**src/rtl/pma_tx_serializer.sv**
```systemverilog
// Transmit PMA serializer: one-symbol holding buffer, LSB-first shifter, K28.5 comma
// preamble after enable and K28.5 filler on underrun, differential line drive.
//
// state | meaning
// OFF   | electrical idle, both legs low
// COMMA | K28.5 preamble after enable, data may be buffered
// RUN   | buffered data on the line, filler on underrun
module pma_tx_serializer #(
  parameter int                    DATA_WIDTH  = 10,
  parameter int                    COMMA_COUNT = 4,
  parameter logic [DATA_WIDTH-1:0] K_NEG       = 10'h17C,
  parameter logic [DATA_WIDTH-1:0] K_POS       = 10'h283
) (
  input  logic                  Bit_Rate_Clk,
  input  logic                  Rst,
  input  logic                  Tx_Enable,
  input  logic                  TxPolarity,
  input  logic [DATA_WIDTH-1:0] Data_in,
  input  logic                  Data_Valid,
  output logic                  Data_Ready,
  output logic                  TX_Out_P,
  output logic                  TX_Out_N,
  output logic                  Word_Start,
  output logic                  Underrun,
  output logic [1:0]            Tx_State
);

  localparam int CW = $clog2(DATA_WIDTH);
  localparam logic [CW-1:0] LAST_BIT = CW'(DATA_WIDTH - 1);
  localparam logic [7:0] COMMA_LAST = 8'(COMMA_COUNT);

  typedef enum logic [1:0] {
    S_OFF   = 2'd0,
    S_COMMA = 2'd1,
    S_RUN   = 2'd2
  } state_e;

  state_e                state_q, state_d;
  logic [CW-1:0]         bit_cnt_q, bit_cnt_d;
  logic [DATA_WIDTH-1:0] shift_q, shift_d;
  logic [DATA_WIDTH-1:0] buf_q, buf_d;
  logic                  buf_full_q, buf_full_d;
  logic [7:0]            comma_cnt_q, comma_cnt_d;
  logic                  disp_q, disp_d;
  logic                  tx_p_q, tx_p_d;
  logic                  tx_n_q, tx_n_d;
  logic                  ready_q, ready_d;
  logic                  ws_q, ws_d;
  logic                  ur_q, ur_d;
  logic [1:0]            st_q, st_d;

  logic                  last_bit;
  logic                  boundary;
  logic                  xfer;
  logic                  line_bit;
  logic [DATA_WIDTH-1:0] load_sym;
  logic [DATA_WIDTH-1:0] filler;

  assign last_bit = (bit_cnt_q == LAST_BIT);
  assign boundary = last_bit && (state_d != S_OFF);
  assign xfer     = Data_Valid && ready_q;
  assign filler   = disp_q ? K_POS : K_NEG;

  always_ff @(posedge Bit_Rate_Clk) begin
    if (Rst) begin
      state_q <= S_OFF;
    end else begin
      state_q <= state_d;
    end
  end

  // Disable is only honoured at a symbol boundary so the current symbol always completes.
  always_comb begin
    state_d = state_q;
    unique case (state_q)
      S_OFF: begin
        if (Tx_Enable) state_d = S_COMMA;
      end
      S_COMMA: begin
        if (last_bit) begin
          if (!Tx_Enable)                     state_d = S_OFF;
          else if (comma_cnt_q == COMMA_LAST) state_d = S_RUN;
        end
      end
      S_RUN: begin
        if (last_bit && !Tx_Enable) state_d = S_OFF;
      end
      default: state_d = S_OFF;
    endcase
  end

  always_comb begin
    bit_cnt_d   = bit_cnt_q;
    shift_d     = shift_q;
    buf_d       = buf_q;
    buf_full_d  = buf_full_q;
    comma_cnt_d = comma_cnt_q;
    disp_d      = disp_q;
    load_sym    = '0;
    line_bit    = 1'b0;
    ur_d        = 1'b0;

    if (xfer) begin
      buf_d      = Data_in;
      buf_full_d = 1'b1;
    end

    if (state_d == S_OFF) begin
      bit_cnt_d = LAST_BIT;
    end else if (boundary) begin
      bit_cnt_d = '0;
      if (state_q == S_OFF) begin
        load_sym    = K_NEG;
        disp_d      = 1'b1;
        comma_cnt_d = 8'd1;
      end else if (state_d == S_COMMA) begin
        load_sym    = filler;
        disp_d      = ~disp_q;
        comma_cnt_d = comma_cnt_q + 8'd1;
      end else if (buf_full_q) begin
        load_sym   = buf_q;
        buf_full_d = 1'b0;
      end else begin
        load_sym = filler;
        disp_d   = ~disp_q;
        ur_d     = 1'b1;
      end
      line_bit = load_sym[0];
      shift_d  = load_sym >> 1;
    end else begin
      bit_cnt_d = bit_cnt_q + 1'b1;
      line_bit  = shift_q[0];
      shift_d   = shift_q >> 1;
    end

    tx_p_d  = (state_d != S_OFF) && (line_bit ^ TxPolarity);
    tx_n_d  = (state_d != S_OFF) && !(line_bit ^ TxPolarity);
    ready_d = (state_d != S_OFF) && !buf_full_d;
    ws_d    = boundary;
    st_d    = state_d;
  end

  always_ff @(posedge Bit_Rate_Clk) begin
    if (Rst) begin
      bit_cnt_q   <= LAST_BIT;
      shift_q     <= '0;
      buf_q       <= '0;
      buf_full_q  <= 1'b0;
      comma_cnt_q <= '0;
      disp_q      <= 1'b0;
      tx_p_q      <= 1'b0;
      tx_n_q      <= 1'b0;
      ready_q     <= 1'b0;
      ws_q        <= 1'b0;
      ur_q        <= 1'b0;
      st_q        <= 2'd0;
    end else begin
      bit_cnt_q   <= bit_cnt_d;
      shift_q     <= shift_d;
      buf_q       <= buf_d;
      buf_full_q  <= buf_full_d;
      comma_cnt_q <= comma_cnt_d;
      disp_q      <= disp_d;
      tx_p_q      <= tx_p_d;
      tx_n_q      <= tx_n_d;
      ready_q     <= ready_d;
      ws_q        <= ws_d;
      ur_q        <= ur_d;
      st_q        <= st_d;
    end
  end

  assign TX_Out_P   = tx_p_q;
  assign TX_Out_N   = tx_n_q;
  assign Data_Ready = ready_q;
  assign Word_Start = ws_q;
  assign Underrun   = ur_q;
  assign Tx_State   = st_q;

endmodule

```
**config.mk**
```make
export PLATFORM = sky130hd
export DESIGN_NAME = pma_tx_serializer
export DESIGN_NICKNAME = d
export VERILOG_FILES = /design/src/rtl/pma_tx_serializer.sv
export SDC_FILE = /design/constraint.sdc
export NUM_CORES = 1
export LEC_CHECK = 0
export BUFFER_PORTS_ARGS = -buffer_cell sky130_fd_sc_hd__buf_4
export CORE_MARGIN = 2
export CORE_UTILIZATION = 50
export DETAILED_ROUTE_END_ITERATION = 10
export PLACE_DENSITY = 0.73
export SETUP_SLACK_MARGIN = 0.1
export SYNTH_ARGS = -nofsm -noshare
export SYNTH_HDL_FRONTEND = slang
export SYNTH_SLANG_ARGS = --single-unit
```
**constraint.sdc**
```tcl
create_clock -name Bit_Rate_Clk -period 1.9 [get_ports Bit_Rate_Clk]
set_clock_uncertainty 0.05 [all_clocks]
set_input_delay 0.19 -clock Bit_Rate_Clk [delete_from_list [all_inputs] [get_ports Bit_Rate_Clk]]
set_output_delay 0.19 -clock Bit_Rate_Clk [all_outputs]
set_load 0.03 [all_outputs]
```
==> results.yml <==
cells_and_area:
  final_util_pct: 67.7
  final_nets: 270
  finalNonFillerCells: 298
  drive_gt1_share_pct: 29.8
  antenna_cells: 0
  area_delta_synth_final_pct: 27.3
  postLayoutCellArea_sq_um: 2310
place:
  hpwlAfterDp_mm: 2.68
  post_dp_cell_area_sq_um: 2090
  pre_cts_slack_ns: -0.129
  port_buffers: 21
  gp_congestion: 0.797
  dp_cells: 285
run_status:
  status: "complete, but fails checks"
  failed_checks: "setup timing"
cts:
  cts_root_buffer: "clkbuf_4"
  clock-sinks: 40
  clk_pin_slew_ns: 0.11
  clock_latency_ns: 0.34
  numCtsBuffers: 5
  cts_buffer_depth: 2
  htreeDepth: 2
  tritoncts: "yes"
drt:
  wl_met2_mm: 1.76
  highest_layer: "met4"
  viasPerCell: 5.45
  wl_per_cell_microns: 13.1
  drt_pass1_iterations: 4
  drc: 0
  drt-initial-drc-count: 53
  drt-met1-wl_mm: 1.89
  wirelength_mm: 3.90
  postRouteAntennaNets: 0
  dr_wl_met3_microns: 179
  vias: 1624
critical_path:
  worstSetupStartpoint: "comma_cnt_q[3]"
  endpoint_kind: "flop"
  regToRegStartpoint: "comma_cnt_q[3]"
  worstPathArrival_ns: 2.24
  path_cells: "or4b_4 > o211a_1 > o2111a_2 > a311oi_4 > mux2i_1"
  max_stage_delay_ns: 0.55
  cp-start-kind: "flop"
  rrSetupSlack_ns: -0.12
  crit_buf_inv: 0
  worstSetupPathType: "flop to flop"
  crit_required_ns: 2.12
  critPathMaxFanout: 3
  critPathTopFamily: "compound AO/OA/AOI/OAI gates"
  slowest_stage: "or4b_4"
synth:
  synthTopCellsByArea: "dfxtp_1, nand2_1, nor2_1"
  synth_top_area_share_pct: 44.1
  synthCells: 210
  ys_types: 43
  synthArstFlopShare_pct: 0
  netlist_top_cells_count: "dfxtp_1, nand2_1, nor2_1"
  synth_nets: 229
  yosysSeqAreaShare_pct: 44.1
  ys_warn_count: 0
  synthFlopType: "dfxtp_1"
  avgSynthCellArea_sq_um: 8.65
  yosys_register_bits: 40
  synth_edf_count: 0
  synth_top_area_cell: "dfxtp_1"
  yosysMostFrequentCell: "dfxtp_1"
  netlist_area_sq_um: 1820
sta:
  whs_ns: 0.0321
  slew_headroom_pct: 68.0
  min_period_over_period_pct: 106
  setup_viol: 16
  tightest_slew_ns: 0.476
  fin_crit_ns: 2.02
  fin_ws_ns: -0.121
  fmax_mhz: 495
  hold_viol: 0
  rsz0062_at_grt: "yes"
  maxSlewViolCount: 0
power_and_ir_drop:
  intPower_mw: 1.22
  vdd_drop_max_mv: 0.612
  p_per_area_nw_per_um2: 735
  power.share.clock_pct: 26.7
  power.share.switching_pct: 28.3
  power_frac_comb_pct: 18.6
  p_leak_nw: 0.894
  p_sw_mw: 0.481
  p_seq_share_pct: 54.7
global_routing:
  grt_start_max_net_pins: 25
  track_usage_pct: 20.5
  grt_overflow: 0
  antenna_found_initial: 0
  grt_pass1_wl_mm: 6.64
  grt_pass1_vias: 1489
hold_path:
  hold_start: "Data_in[7]"
  min_path_type: "input pin to flop"
floorplanning:
  initial_utilization_pct: 53.2
  die_width_microns: 64.3
  die_area_sq_um: 4130
  die_h_microns: 64.3
  io_pins: 22
  row_count: 21
  core_sq_um: 3420
job:
  drv_cap: 0
worst paths after layout:
path | to | depth (start not counted)
worst min-delay path | buf_q[7] | 3
worst max register to register | TX_Out_P | 5
worst min register to register | buf_q[1] | 2
worst max-delay path | TX_Out_P | 5
tightest hold or removal path, stage by stage:
cell and delay [ns]:
buf_4 0.11, nand2_1 0.04, a21oi_1 0.05
flip-flops by register name, summed over array words and instances (netlist names), 2 cells and up:
register and count:
Tx_State 2, bit_cnt_q 4, buf_q 10, comma_cnt_q 8, shift_q 9
cells in the final DEF (no fill, tap or decap), types with 2 or more instances in the layout:
| cell | instances |
|---|---|
| a211oi_1 | 4 |
| a21oi_1 | 13 |
| a22o_1 | 6 |
| a22oi_1 | 2 |
| and2_1 | 2 |
| buf_4 | 37 |
| buf_6 | 4 |
| clkbuf_4 | 5 |
| dfxtp_1 | 36 |
| dfxtp_2 | 4 |
| ha_1 | 4 |
| inv_1 | 6 |
| mux2i_1 | 2 |
| nand2_1 | 35 |
| nand3_1 | 2 |
| nand4_1 | 2 |
| nor2_1 | 25 |
| nor3_1 | 5 |
| nor3_2 | 8 |
| o211a_1 | 2 |
| o21ai_0 | 5 |
| o22ai_1 | 6 |
| or3_1 | 2 |
| xnor2_1 | 4 |
| xor2_1 | 3 |
power by group through the flow:
| stage | sequential [mW] | clock [mW] | combinational, mW |
|---|---|---|---|
| global route | 0.935 | 0.506 | 0.350 |
| global placement | 0.943 | 0 | 0.289 |
| CTS | 0.926 | 0.464 | 0.304 |
| floorplan | 0.953 | 0 | 0.184 |
| finish | 0.928 | 0.454 | 0.316 |
| detailed placement | 0.943 | 0 | 0.294 |
cell type report:
type                            instances  area [sq um]
Clock inverter                          1          7.51
Fill cell                             298          1100
Timing Repair Buffer                   42           343
Multi-Input combinational cell        156          1020
Clock buffer                            7          55.1
Sequential cell                        40           806
Tap cell                               46          57.6
Inverter                                6          22.5
layer usage:
layer	track usage (%)	vias to the layer above
li1	-	824
met2	30.3	41
met3	4.40	7
met4	8.51	0
met5	0	-
met1	28.7	752
through the flow:
stage	power, mW	TNS, ns
global placement	1.23	-0.188
floorplan	1.14	-0.571
global route	1.79	-2.61
finish	1.70	-1.31
CTS	1.69	-0.611
detailed placement	1.24	-0.422
timing repair:
| action | CTS | global route |
|---|---|---|
| hold buffers | 0 | 0 |
| setup endpoints to repair | 18 | 27 |
| gates cloned | 0 | 0 |
| buffers inserted | 1 | 4 |
| pin swaps | 3 | 4 |
| resized for setup | 8 | 16 |
cell families after synthesis:
logic type	after synthesis	synth area share [%]
flops	40	44.1
xor+xnor	8	3.86
mux	2	1.10
compound gates	48	18.7
buf+inv	14	4.69
fa+ha+maj	4	2.76
simple gates	94	24.8
Note: power is estimated with default switching activity, not from simulation.
